--- src/rtl/fp_special_screen_pkg.sv ---
// Shared types for the add/sub operand pre-screen: special-result codes and
// operand classes.
package addpkg;

   typedef enum logic [1:0] {
      NO_ERR   = 2'd0,
      ZERO_ERR = 2'd1,
      NAN_ERR  = 2'd2,
      INF_ERR  = 2'd3
   } i_err_t;

   typedef enum logic [2:0] {
      CLS_ZERO = 3'd0,
      CLS_SUB  = 3'd1,
      CLS_NORM = 3'd2,
      CLS_INF  = 3'd3,
      CLS_QNAN = 3'd4,
      CLS_SNAN = 3'd5
   } fp_class_t;

   function automatic logic cls_is_nan(input fp_class_t c);
      return (c == CLS_QNAN) || (c == CLS_SNAN);
   endfunction

endpackage

--- src/rtl/fp_special_screen_classify.sv ---
// Combinational per-operand classifier: class, remapped exponent and
// mantissa with the hidden bit prepended.
module fp_classify
   import addpkg::*;
#(
   parameter int EXP_W = 8,
   parameter int MAN_W = 23
) (
   input  logic [EXP_W-1:0] i_exp,
   input  logic [MAN_W-1:0] i_man,
   output fp_class_t        o_class,
   output logic [EXP_W-1:0] o_exp_d,
   output logic [MAN_W:0]   o_man_x
);

   logic w_exp_zero;
   logic w_exp_ones;
   logic w_man_zero;

   assign w_exp_zero = ~|i_exp;
   assign w_exp_ones = &i_exp;
   assign w_man_zero = ~|i_man;

   always_comb begin
      o_class = CLS_NORM;
      o_exp_d = i_exp;
      o_man_x = {1'b1, i_man};
      if (w_exp_zero) begin
         o_man_x = {1'b0, i_man};
         if (w_man_zero) begin
            o_class = CLS_ZERO;
            o_exp_d = '0;
         end else begin
            // subnormals share the minimum normal exponent
            o_class = CLS_SUB;
            o_exp_d = EXP_W'(1);
         end
      end else if (w_exp_ones) begin
         if (w_man_zero)
            o_class = CLS_INF;
         else if (i_man[MAN_W-1])
            o_class = CLS_QNAN;
         else
            o_class = CLS_SNAN;
      end
   end

endmodule

--- src/rtl/fp_special_screen.sv ---
// Two-stage valid/ready operand pre-screen for the FP add/sub datapath.
// Optional sticky exception flags are built when FP_SCREEN_FLAGS_EN is defined.
module fp_special_screen
   import addpkg::*;
#(
   parameter int EXP_W = 8,
   parameter int MAN_W = 23
) (
   input  logic                   clk,
   input  logic                   rst_n,
   input  logic                   in_valid,
   output logic                   in_ready,
   input  logic                   complement,
   input  logic [EXP_W+MAN_W:0]   op_a,
   input  logic [EXP_W+MAN_W:0]   op_b,
   output logic                   out_valid,
   input  logic                   out_ready,
   output logic                   sign_a,
   output logic                   sign_b,
   output logic [EXP_W-1:0]       exp_a_d,
   output logic [EXP_W-1:0]       exp_b_d,
   output logic [MAN_W:0]         man_a,
   output logic [MAN_W:0]         man_b,
   output fp_class_t              class_a,
   output fp_class_t              class_b,
   output i_err_t                 err
`ifdef FP_SCREEN_FLAGS_EN
   ,
   input  logic                   flag_clr,
   output logic [2:0]             flags
`endif
);

   localparam int SB = EXP_W + MAN_W;

   fp_class_t        w_cls_a, w_cls_b;
   logic [EXP_W-1:0] w_exp_a, w_exp_b;
   logic [MAN_W:0]   w_man_a, w_man_b;

   fp_classify #(.EXP_W(EXP_W), .MAN_W(MAN_W)) u_cls_a (
      .i_exp   (op_a[SB-1:MAN_W]),
      .i_man   (op_a[MAN_W-1:0]),
      .o_class (w_cls_a),
      .o_exp_d (w_exp_a),
      .o_man_x (w_man_a)
   );

   fp_classify #(.EXP_W(EXP_W), .MAN_W(MAN_W)) u_cls_b (
      .i_exp   (op_b[SB-1:MAN_W]),
      .i_man   (op_b[MAN_W-1:0]),
      .o_class (w_cls_b),
      .o_exp_d (w_exp_b),
      .o_man_x (w_man_b)
   );

   // S1: operand fields (adjusted form is a 1:1 remap of the raw fields), classes
   logic             r_live;
   logic             r_s1_valid;
   logic             r_s1_comp;
   logic             r_s1_sign_a, r_s1_sign_b;
   logic [EXP_W-1:0] r_s1_exp_a, r_s1_exp_b;
   logic [MAN_W:0]   r_s1_man_a, r_s1_man_b;
   fp_class_t        r_s1_cls_a, r_s1_cls_b;

   // S2: resolved result
   logic             r_s2_valid;
   logic             r_s2_sign_a, r_s2_sign_b;
   logic [EXP_W-1:0] r_s2_exp_a, r_s2_exp_b;
   logic [MAN_W:0]   r_s2_man_a, r_s2_man_b;
   fp_class_t        r_s2_cls_a, r_s2_cls_b;
   i_err_t           r_s2_err;

   logic   w_s1_adv;
   logic   w_acc;
   logic   w_s2_ld;
   logic   w_inf_a, w_inf_b, w_inf_sub;
   logic   w_invalid;
   i_err_t w_err;

   assign w_s1_adv = !r_s2_valid || out_ready;
   assign in_ready = r_live && (!r_s1_valid || w_s1_adv);
   assign w_acc    = in_valid && in_ready;
   assign w_s2_ld  = r_s1_valid && w_s1_adv;

   assign w_inf_a   = (r_s1_cls_a == CLS_INF);
   assign w_inf_b   = (r_s1_cls_b == CLS_INF);
   assign w_inf_sub = w_inf_a && w_inf_b && r_s1_comp;
   assign w_invalid = w_inf_sub || (r_s1_cls_a == CLS_SNAN) || (r_s1_cls_b == CLS_SNAN);

   always_comb begin
      w_err = NO_ERR;
      if (cls_is_nan(r_s1_cls_a) || cls_is_nan(r_s1_cls_b) || w_inf_sub)
         w_err = NAN_ERR;
      else if (w_inf_a || w_inf_b)
         w_err = INF_ERR;
      else if ((r_s1_cls_a == CLS_ZERO) && (r_s1_cls_b == CLS_ZERO))
         w_err = ZERO_ERR;
      else if ((r_s1_exp_a == r_s1_exp_b) && (r_s1_man_a == r_s1_man_b) && r_s1_comp)
         w_err = ZERO_ERR;
   end

   always_ff @(posedge clk or negedge rst_n) begin
      if (!rst_n) begin
         r_live      <= 1'b0;
         r_s1_valid  <= 1'b0;
         r_s1_comp   <= 1'b0;
         r_s1_sign_a <= 1'b0;
         r_s1_sign_b <= 1'b0;
         r_s1_exp_a  <= '0;
         r_s1_exp_b  <= '0;
         r_s1_man_a  <= '0;
         r_s1_man_b  <= '0;
         r_s1_cls_a  <= CLS_ZERO;
         r_s1_cls_b  <= CLS_ZERO;
      end else begin
         r_live <= 1'b1;
         if (in_ready)
            r_s1_valid <= in_valid;
         if (w_acc) begin
            r_s1_comp   <= complement;
            r_s1_sign_a <= op_a[SB];
            r_s1_sign_b <= op_b[SB];
            r_s1_exp_a  <= w_exp_a;
            r_s1_exp_b  <= w_exp_b;
            r_s1_man_a  <= w_man_a;
            r_s1_man_b  <= w_man_b;
            r_s1_cls_a  <= w_cls_a;
            r_s1_cls_b  <= w_cls_b;
         end
      end
   end

   always_ff @(posedge clk or negedge rst_n) begin
      if (!rst_n) begin
         r_s2_valid  <= 1'b0;
         r_s2_sign_a <= 1'b0;
         r_s2_sign_b <= 1'b0;
         r_s2_exp_a  <= '0;
         r_s2_exp_b  <= '0;
         r_s2_man_a  <= '0;
         r_s2_man_b  <= '0;
         r_s2_cls_a  <= CLS_ZERO;
         r_s2_cls_b  <= CLS_ZERO;
         r_s2_err    <= NO_ERR;
      end else begin
         if (w_s1_adv)
            r_s2_valid <= r_s1_valid;
         if (w_s2_ld) begin
            r_s2_sign_a <= r_s1_sign_a;
            r_s2_sign_b <= r_s1_sign_b;
            r_s2_exp_a  <= r_s1_exp_a;
            r_s2_exp_b  <= r_s1_exp_b;
            r_s2_man_a  <= r_s1_man_a;
            r_s2_man_b  <= r_s1_man_b;
            r_s2_cls_a  <= r_s1_cls_a;
            r_s2_cls_b  <= r_s1_cls_b;
            r_s2_err    <= w_err;
         end
      end
   end

   assign out_valid = r_s2_valid;
   assign sign_a    = r_s2_sign_a;
   assign sign_b    = r_s2_sign_b;
   assign exp_a_d   = r_s2_exp_a;
   assign exp_b_d   = r_s2_exp_b;
   assign man_a     = r_s2_man_a;
   assign man_b     = r_s2_man_b;
   assign class_a   = r_s2_cls_a;
   assign class_b   = r_s2_cls_b;
   assign err       = r_s2_err;

`ifdef FP_SCREEN_FLAGS_EN
   logic       r_s2_inv;
   logic [2:0] r_flags;
   logic [2:0] w_set;

   always_ff @(posedge clk or negedge rst_n) begin
      if (!rst_n)
         r_s2_inv <= 1'b0;
      else if (w_s2_ld)
         r_s2_inv <= w_invalid;
   end

   always_comb begin
      w_set = 3'b000;
      if (r_s2_valid && out_ready)
         w_set = {r_s2_inv, r_s2_err == INF_ERR, r_s2_err == ZERO_ERR};
   end

   // a set event in the clearing cycle survives the clear
   always_ff @(posedge clk or negedge rst_n) begin
      if (!rst_n)
         r_flags <= 3'b000;
      else
         r_flags <= (flag_clr ? 3'b000 : r_flags) | w_set;
   end

   assign flags = r_flags;
`else
   logic w_unused;
   assign w_unused = w_invalid;
`endif

endmodule
--- config.mk ---
export PLATFORM = sky130hd
export DESIGN_NAME = fp_special_screen
export DESIGN_NICKNAME = d
export VERILOG_FILES = /design/src/rtl/fp_special_screen_pkg.sv /design/src/rtl/fp_special_screen_classify.sv /design/src/rtl/fp_special_screen.sv
export SDC_FILE = /design/constraint.sdc
export NUM_CORES = 1
export LEC_CHECK = 0
export ABC_AREA = 1
export BUFFER_PORTS_ARGS = -buffer_cell sky130_fd_sc_hd__buf_2
export CAP_MARGIN = 30
export CORE_ASPECT_RATIO = 1.75
export CORE_MARGIN = 2
export CORE_UTILIZATION = 40
export CTS_BUF_LIST = sky130_fd_sc_hd__clkbuf_16
export CTS_CLUSTER_DIAMETER = 150
export DETAILED_ROUTE_END_ITERATION = 10
export GPL_TIMING_DRIVEN = 0
export PLACE_DENSITY = 0.66
export SETUP_SLACK_MARGIN = 0.02
export SLEW_MARGIN = 40
export SYNTH_ARGS = -nofsm -noshare
export SYNTH_HDL_FRONTEND = slang
export SYNTH_SLANG_ARGS = --single-unit
--- constraint.sdc ---
create_clock -name clk -period 2.9 [get_ports clk]
set_input_delay 0.145 -clock clk [delete_from_list [all_inputs] [get_ports clk]]
set_output_delay 0.145 -clock clk [all_outputs]
set_load 0.05 [all_outputs]
==> results of run 1 <==
## per-stage QoR
stage | instance area, sq um | setup slack [ns]
floorplan | 6570 | 1.17
global placement | 7530 | -0.537
detailed placement | 7600 | 1.24
CTS | 8580 | 1.22
global route | 8580 | 1.13
finish | 8580 | 1.23
## flip-flops by register name (all words and copies together), names as in the netlist, 2 cells and up
register / flops
man_a: 24
man_b: 24
r_s1_man_a: 24
r_s1_man_b: 24
exp_a_d: 8
exp_b_d: 8
r_s1_exp_a: 8
r_s1_exp_b: 8
class_a: 3
class_b: 3
r_s1_cls_a: 3
r_s1_cls_b: 3
err: 2
## layer usage
layer	vias up	global-route usage (%)
met5	-	0
met4	0	11.9
met3	53	4.07
met2	178	44.4
met1	2776	25.4
li1	2812	-
## worst min-delay path, cell delays in order
cell,delay (ns)
buf_2,0.09
inv_1,0.08
o21ai_0,0.09
## final timing paths
check,slack [ns],to,cells after the start,from
max,1.23,man_a[20],7,out_valid
min reg2reg,0.47,man_b[19],2,man_b[19]
min,0.01,r_s1_man_a[5],3,op_a[5]
max reg2reg,1.23,man_a[20],7,out_valid
min in group asynchronous,0.09,exp_a_d[3],2,rst_n
max in group asynchronous,1.87,man_b[16],4,rst_n
## repair_timing
item / 4_1_cts / 5_1_grt
hold endpoints to repair: 116 / 0
hold buffers: 37 / 0
endpoints found under the setup margin: 0 / 0
resized for setup: 0 / 0
## power breakdown
group | internal (W) | switching (W)
logic | 0.000645 | 0.00198
registers | 0.00258 | 0.000338
clock network | 0.00131 | 0.00100
## cells by family after synthesis
logic type | Yosys count
AOI/OAI and AO/OA | 131
xor gates and xnor gates | 9
buffers and inverters | 155
DFF | 150
other | 1
and+or+nand+nor | 331
## layout make-up
class	count	area, sq um	share of cell area, %
sequential	150	3750	43.8
multi-input combinational	472	2160	25.2
clock buffer	17	425	4.96
buffer	31	190	2.22
inverter	124	465	5.43
tap	192	240	2.80
clock inverter	15	183	2.13
timing repair buffer	183	1160	13.5
## cell usage in the layout, fill, tap and decap left out, drive strengths merged, types with 3 or more instances in the layout
cell         instances
xor2                 3
o21ai              122
buf                171
nor2                26
xnor2                6
o22ai                4
nor3                 5
dfrtp              150
dlygate4sd3         37
nand4               18
inv                134
nand2              273
clkbuf              23
nor4                 3
nand3                5
==> results_dict.tcl, run 1 <==
set metrics [dict create \
    path_class "flip-flop to flip-flop" \
    h-tree-depth 4 \
    core_area_sq_mm 0.0163 \
    yosys_most_used_dff "dfrtp_1" \
    yosysTopAreaCellShare_pct 57.1 \
    fmax_mhz 600 \
    grt_pass1_wl_microns 31100 \
    outcome "complete, no violations" \
    antenna_found_initial 0 \
    synth_compound_area_share_pct 11.6 \
    grt_overflow 0 \
    die_w_microns 101 \
    period_share_pct 57.5 \
    cap_viol_max_count 0 \
    fillers 1559 \
    clock_sinks 150 \
    synth_edf_count 0 \
    setup_viol 0 \
    gp_congestion 0.881 \
    utilization_pct 52.7 \
    die-area_sq_mm 0.0175 \
    dp_cells 1115 \
    synthAdderAreaFrac_pct 0 \
    yosysWarnings 0 \
    netlist_area_sq_mm 0.00657 \
    async_reset_ff_share_pct 100 \
    wl_per_cell_microns 16.9 \
    final_nets 1048 \
    cts_tree "done" \
    avgSynthCellArea_sq_um 8.46 \
    dr_wl_met3_microns 737 \
    cp_top_family "buffers and inverters" \
    skew_ns 0.0108 \
    wl_met2_microns 11000 \
    slew_violations 0 \
    drt-met1-wl_microns 7420 \
    start_util_pct 40.4 \
    viasPerCell 4.91 \
    syn-num-nets 846 \
    finalCriticalPeriod_ns 1.67 \
    cts_buffer_depth 2 \
    power_w 0.00785 \
    drt-total-wl_microns 20000 \
    critical-path-slowest-cell "dfrtp_1" \
    ys_types 28 \
    die_h_microns 174 \
    synthXorXnorAreaFrac_pct 1.20 \
    synth-simple-area-share_pct 20.1 \
    yosysSeqAreaShare_pct 57.1 \
    portBuffers 144 \
    hold_slack_ns 0.0101 \
    rsz0062_at_grt "no" \
    drc 0 \
    critPathBufInv 4 \
    clk_pin_slew_ns 0.07 \
    cts_buffers 17 \
    synth_common_cells "nand2_1 (272), dfrtp_1 (150), inv_1 (121), o21ai_0 (98), nor2_1 (25)" \
    drt_iter0_markers 333 \
    grtUsageTotal_pct 24.0 \
    final-hold-violation-count 0 \
    start_kind "flip-flop" \
    n_antenna_cell 0 \
    yosysMostFrequentCell "nand2_1" \
    yosys.area.top_type "dfrtp_1" \
    rows 62 \
    clk-insertion-delay-late_ns 0.44 \
    grt_pass1_vias 5995 \
    yosys-top-cells-area "dfrtp_1 (57%), nand2_1 (16%), o21ai_0 (7.5%)" \
    crit_chain "inv_1 -> nor2_2 -> nor2_1 -> inv_2 -> buf_2 -> clkbuf_1 -> o21ai_0" \
    netlist_instances 777 \
    fin_tns_setup_ns 0 \
    drtAntennaViolNets 0 \
    fin_cells 1184 \
    p_leak_nw 4.65 \
    cp_max_fo 10 \
    powerDensity_mw_per_mm2 915 \
    place_hpwl_microns 15200 \
    drtPass1Iterations 5 \
    highest_layer "met4" \
    arrival_ns 2.00 \
    drive_above_1_share_pct 23.4 \
    grt_max_degree 73 \
    cp_slowest_stage_delay_ns 0.38 \
    endpoint_kind "flip-flop" \
    pin_count 145 \
    post-cts-setup-buffers 0 \
    hold_path_class "primary input to flip-flop" \
    synth_top_family_by_area "simple AND/OR/NAND/NOR gates" \
    vias 5819 \
    ir_worst_vdd_v 0.000422 \
    required_ns 3.24 \
    synth-seq-cells 150 \
    area_growth_pct 30.5 \
    clockRootBuffer "clkbuf_16" \
    synth_mux_area_share_pct 0 \
]
(Power assumes the default switching activity.)
==> inputs of run 2 (changes only) <==
--- a/config.mk
+++ b/config.mk
@@ -15,7 +15,7 @@
 export CTS_CLUSTER_DIAMETER = 150
 export DETAILED_ROUTE_END_ITERATION = 10
 export GPL_TIMING_DRIVEN = 0
-export PLACE_DENSITY = 0.66
+export PLACE_DENSITY = 0.68
 export SETUP_SLACK_MARGIN = 0.02
 export SLEW_MARGIN = 40
 export SYNTH_ARGS = -nofsm -noshare
==> constraint.sdc (replaced) <==
create_clock -name clk -period 1.5 [get_ports clk]
set_input_delay 0.075 -clock clk [delete_from_list [all_inputs] [get_ports clk]]
set_output_delay 0.075 -clock clk [all_outputs]
set_load 0.05 [all_outputs]
==> results_dict.tcl, run 2 (synthesized netlist as in run 1, its figures left out) <==
set metrics [dict create \
    arrival_ns 1.40 \
    antenna_found_initial 0 \
    finalCriticalPeriod_ns 1.48 \
    pin_count 145 \
    endpoint_kind "output port" \
    setup_viol 0 \
    cp_max_fo 3 \
    reg2reg_depth 10 \
    viasPerCell 4.94 \
    vias 5986 \
    start_kind "flip-flop" \
    ir_worst_vdd_v 0.000887 \
    drtAntennaViolNets 0 \
    hold_slack_ns 0.000801 \
    n_antenna_cell 0 \
    grtUsageTotal_pct 24.5 \
    required_ns 1.42 \
    clk-insertion-delay-late_ns 0.42 \
    grt_max_degree 65 \
    hold_path_class "primary input to flip-flop" \
    final-hold-violation-count 0 \
    rows 62 \
    outcome "complete, no violations" \
    clock_sinks 150 \
    cts_buffer_depth 2 \
    die_w_microns 101 \
    fin_tns_setup_ns 0 \
    gp_congestion 0.860 \
    powerDensity_mw_per_mm2 1670 \
    drc 0 \
    drive_above_1_share_pct 24.9 \
    tightest_slew_ns 0.565 \
    cts_buffers 17 \
    cts_tree "done" \
    drt_iter0_markers 374 \
    hold_depth 3 \
    cap_viol_max_count 0 \
    period_share_pct 98.3 \
    fmax_mhz 678 \
    p_leak_nw 4.83 \
    final_nets 1078 \
    grt_pass1_wl_microns 32000 \
    final_cell_mix "nand2_1 (262), buf_2 (149), dfrtp_1 (147)" \
    layout_commonest_cell "nand2_1" \
    wl_per_cell_microns 17.3 \
    skew_ns 0.0105 \
    start_util_pct 40.4 \
    die-area_sq_mm 0.0175 \
    path_class "flip-flop to output port" \
    drt-total-wl_microns 20900 \
    grt_pass1_vias 6129 \
    slew_violations 0 \
    portBuffers 144 \
    h-tree-depth 4 \
    grt_overflow 0 \
    slew_headroom_pct 62.0 \
    area_growth_pct 37.5 \
    place_hpwl_microns 15200 \
    rsz0062_at_grt "yes" \
    drtPass1Iterations 5 \
    clockRootBuffer "clkbuf_16" \
    die_h_microns 174 \
    core_area_sq_mm 0.0163 \
    clk_pin_slew_ns 0.06 \
]
-- run 2: worst max-delay path: stages (launching register included) --
cell and delay (ns):
dfrtp_2 0.36, inv_2 0.05, nor2_4 0.11, nand2_1 0.08
nand2_2 0.09, clkinv_4 0.08, clkbuf_4 0.21
-- run 2: repair_timing --
item	CTS	global route
gates cloned	0	3
setup endpoints to repair	71	144
hold buffers	64	0
hold endpoints to repair	126	0
buffers inserted	0	0
gates resized for setup	11	56
pin swaps	0	3
-- run 2: power by group --
part,switching [W],internal (W)
clock network,0.00163,0.00256
logic,0.00392,0.00139
registers,0.000652,0.00499
total,0.00620,0.00894
-- run 2: path summary, 6_finish.rpt --
kind,from,end,slack [ns]
max,out_valid,in_ready,0.02
min,op_b[20],r_s1_man_b[20],0.0008
max reg2reg,out_valid,r_s1_valid,0.04
min reg2reg,man_b[3],man_b[3],0.47
max in group asynchronous,rst_n,man_b[18],0.44
min in group asynchronous,rst_n,exp_b_d[0],0.18
-- run 2: layout make-up --
class                      count  area [sq um]
buffer                        31           268
clock buffer                  17           425
clock inverter                13           143
fill                        1490          7250
inverter                     124           470
multi-input combinational    472          2240
sequential                   150          3760
tap                          192           240
timing repair buffer         213          1500
-- run 2: routing by layer --
layer  global-route usage [%]  part of all wire [%]  wire [microns]  up-vias
li1                         -                     -               -     2871
met1                     26.7                    37            7790     2863
met2                     44.6                    54           11300      191
met3                     3.79                   3.3             687       61
met4                     12.7                   5.8            1200        0
met5                        0                     0               0        -
-- run 2: per-stage QoR --
stage          cell area (sq um)  worst slack, ns  total power (W)  std cells  utilization, %
6_report                    9040           0.0250           0.0151       1212            55.5
3_5_place_dp                7610           -0.151           0.0108       1115            46.7
5_1_grt                     9040          -0.0191           0.0158       1212            55.5
4_1_cts                     8850          -0.0104           0.0151       1209            54.3
3_3_place_gp                7550            -2.11           0.0107       1113            46.4
2_1_floorplan               6590          -0.0395          0.00919        777               -
==> inputs of run 3 (changes only) <==
--- a/config.mk
+++ b/config.mk
@@ -8,7 +8,7 @@
 export ABC_AREA = 1
 export BUFFER_PORTS_ARGS = -buffer_cell sky130_fd_sc_hd__buf_2
 export CAP_MARGIN = 30
-export CORE_ASPECT_RATIO = 1.75
+export CORE_ASPECT_RATIO = 0.6
 export CORE_MARGIN = 2
 export CORE_UTILIZATION = 40
 export CTS_BUF_LIST = sky130_fd_sc_hd__clkbuf_16
==> results_dict.tcl, run 3 (synthesized netlist as in run 1, its figures left out) <==
set metrics [dict create \
    outcome "complete, no violations" \
    wl_per_cell_microns 17.5 \
    ir_worst_vdd_v 0.00115 \
    powerDensity_mw_per_mm2 1640 \
    fillers 1365 \
    gp_congestion 0.839 \
    grt_pass1_wl_microns 31700 \
    core_area_sq_mm 0.0162 \
    rr_startpoint "out_valid" \
    reg2reg_slack_ns 0.02 \
    slew_violations 0 \
    skew_ns 0.0100 \
    die_w_microns 170 \
    utilization_pct 58.0 \
    critPathBufInv 5 \
    final_nets 1084 \
    drt-total-wl_microns 21700 \
    place_hpwl_microns 14800 \
    arrival_ns 1.83 \
    dp_cells 1132 \
    final_cell_mix "nand2_1 (227), dfrtp_1 (148), buf_2 (145)" \
    critPathLaunch "out_valid" \
    n_antenna_cell 0 \
    crit_chain "inv_2 -> nor2_4 -> nand2_2 -> nand2_2 -> clkinv_4 -> nand2_8 -> buf_8 -> buf_12 -> clkbuf_16 -> nand2_2 -> o21ai_2" \
    grt_overflow 0 \
    setup_viol 0 \
    drive_above_1_share_pct 29.2 \
    portBuffers 144 \
    cts_buffer_depth 2 \
    rows 36 \
    hold_depth 3 \
    cap_viol_max_count 0 \
    grtUsageTotal_pct 24.4 \
    antenna_found_initial 0 \
    cts_tree "done" \
    path_class "flip-flop to flip-flop" \
    vias 6131 \
    area_growth_pct 42.7 \
    drt_iter0_markers 577 \
    multiInputGateArea_sq_mm 0.00239 \
    min_from "op_b[20]" \
    cts_buffers 17 \
    worstSetupPathDepth 11 \
    grt_max_degree 57 \
    drtPass1Iterations 5 \
    required_ns 1.85 \
    start_kind "flip-flop" \
    h-tree-depth 4 \
    hold_path_class "primary input to flip-flop" \
    endpoint_kind "flip-flop" \
    fmax_mhz 676 \
    clock_sinks 150 \
    period_share_pct 98.6 \
    clk_pin_slew_ns 0.07 \
    final-hold-violation-count 0 \
    rr_endpoint "r_s1_man_b[2]" \
    cp_max_fo 8 \
    die_h_microns 103 \
    tightest_slew_ns 0.526 \
    viasPerCell 4.96 \
    reg2reg_depth 11 \
    drtAntennaViolNets 0 \
    clk-insertion-delay-late_ns 0.42 \
    clockRootBuffer "clkbuf_16" \
    cp_slowest_stage_delay_ns 0.37 \
    grt_pass1_vias 5794 \
    cpMostUsedCell "nand2_2" \
    critical-path-slowest-cell "dfrtp_2" \
    fin_tns_setup_ns 0 \
    power_w 0.0154 \
    layout_commonest_cell "nand2_1" \
    drc 0 \
    slew_headroom_pct 64.9 \
    fin_cells 1237 \
    pin_count 145 \
    finalCriticalPeriod_ns 1.48 \
    rsz0062_at_grt "yes" \
    start_util_pct 40.7 \
    die-area_sq_mm 0.0175 \
    cp_top_family "buffers and inverters" \
    p_leak_nw 4.94 \
    seq_area_sq_mm 0.00376 \
    min_to "r_s1_man_b[20]" \
]
## run 3: cell count changes in the layout (fill, tap and decap cells not counted), moves of 5 or more
| cell | delta |
|---|---|
| o21ai_2 | +5 |
| nand2_4 | +7 |
| nand2_2 | +28 |
| o21ai_1 | +23 |
| nand2_1 | -35 |
| o21ai_0 | -28 |
## run 3: cell type report
cell class | count | area share (%)
Clock inverter | 15 | 1.47
Tap cell | 209 | 2.79
Timing Repair Buffer | 219 | 17.4
Inverter | 124 | 5.04
Clock buffer | 17 | 4.53
Buffer | 31 | 3.28
Multi-Input combinational cell | 472 | 25.5
Sequential cell | 150 | 40.0
## run 3: worst max path at each step
stage	to
global placement	out_valid
CTS	r_s1_valid
global route	r_s1_valid
finish	r_s1_man_b[2]
floorplan	r_s1_man_b[2]
detailed placement	err[1]
## run 3: through the flow
| stage | hold slack, ns | area (sq um) | setup slack [ns] |
|---|---|---|---|
| after floorplan | -0.221 | 6590 | -0.0395 |
| after global placement | 0.288 | 7570 | -2.19 |
| after detailed placement | 0.0404 | 7640 | -0.211 |
| after CTS | 0.00355 | 8850 | 0.0133 |
| after global routing | 0.0158 | 9380 | -0.0626 |
| final | 0.00803 | 9380 | 0.0210 |
## run 3: worst register-to-register path, stage by stage (launching register included)
cell and delay [ns]:
dfrtp_2 0.37, inv_2 0.05, nor2_4 0.10, nand2_2 0.06, nand2_2 0.08, clkinv_4 0.07, nand2_8 0.09, buf_8 0.14
buf_12 0.16, clkbuf_16 0.18, nand2_2 0.05, o21ai_2 0.05
## run 3: power by group
part           internal, W  switching [W]  leakage, nW
logic              0.00150        0.00401         2.79
registers          0.00499       0.000712         1.88
clock network      0.00242        0.00177        0.267
## run 3: routing by layer
metal	vias to the layer above	GRT usage, %	part of all wire (%)
met2	288	35.0	42
met4	0	6.71	1.2
met3	20	6.77	8.5
li1	2890	-	-
met1	2933	36.3	48
met5	-	2.17	0
## run 3: repair_timing
action | 4_1_cts | 5_1_grt
pin swaps | 0 | 3
setup buffers | 0 | 1
endpoints found under the setup margin | 61 | 146
hold buffers | 62 | 3
gates cloned | 0 | 7
endpoints found under the hold margin | 117 | 3
resized for setup | 9 | 152
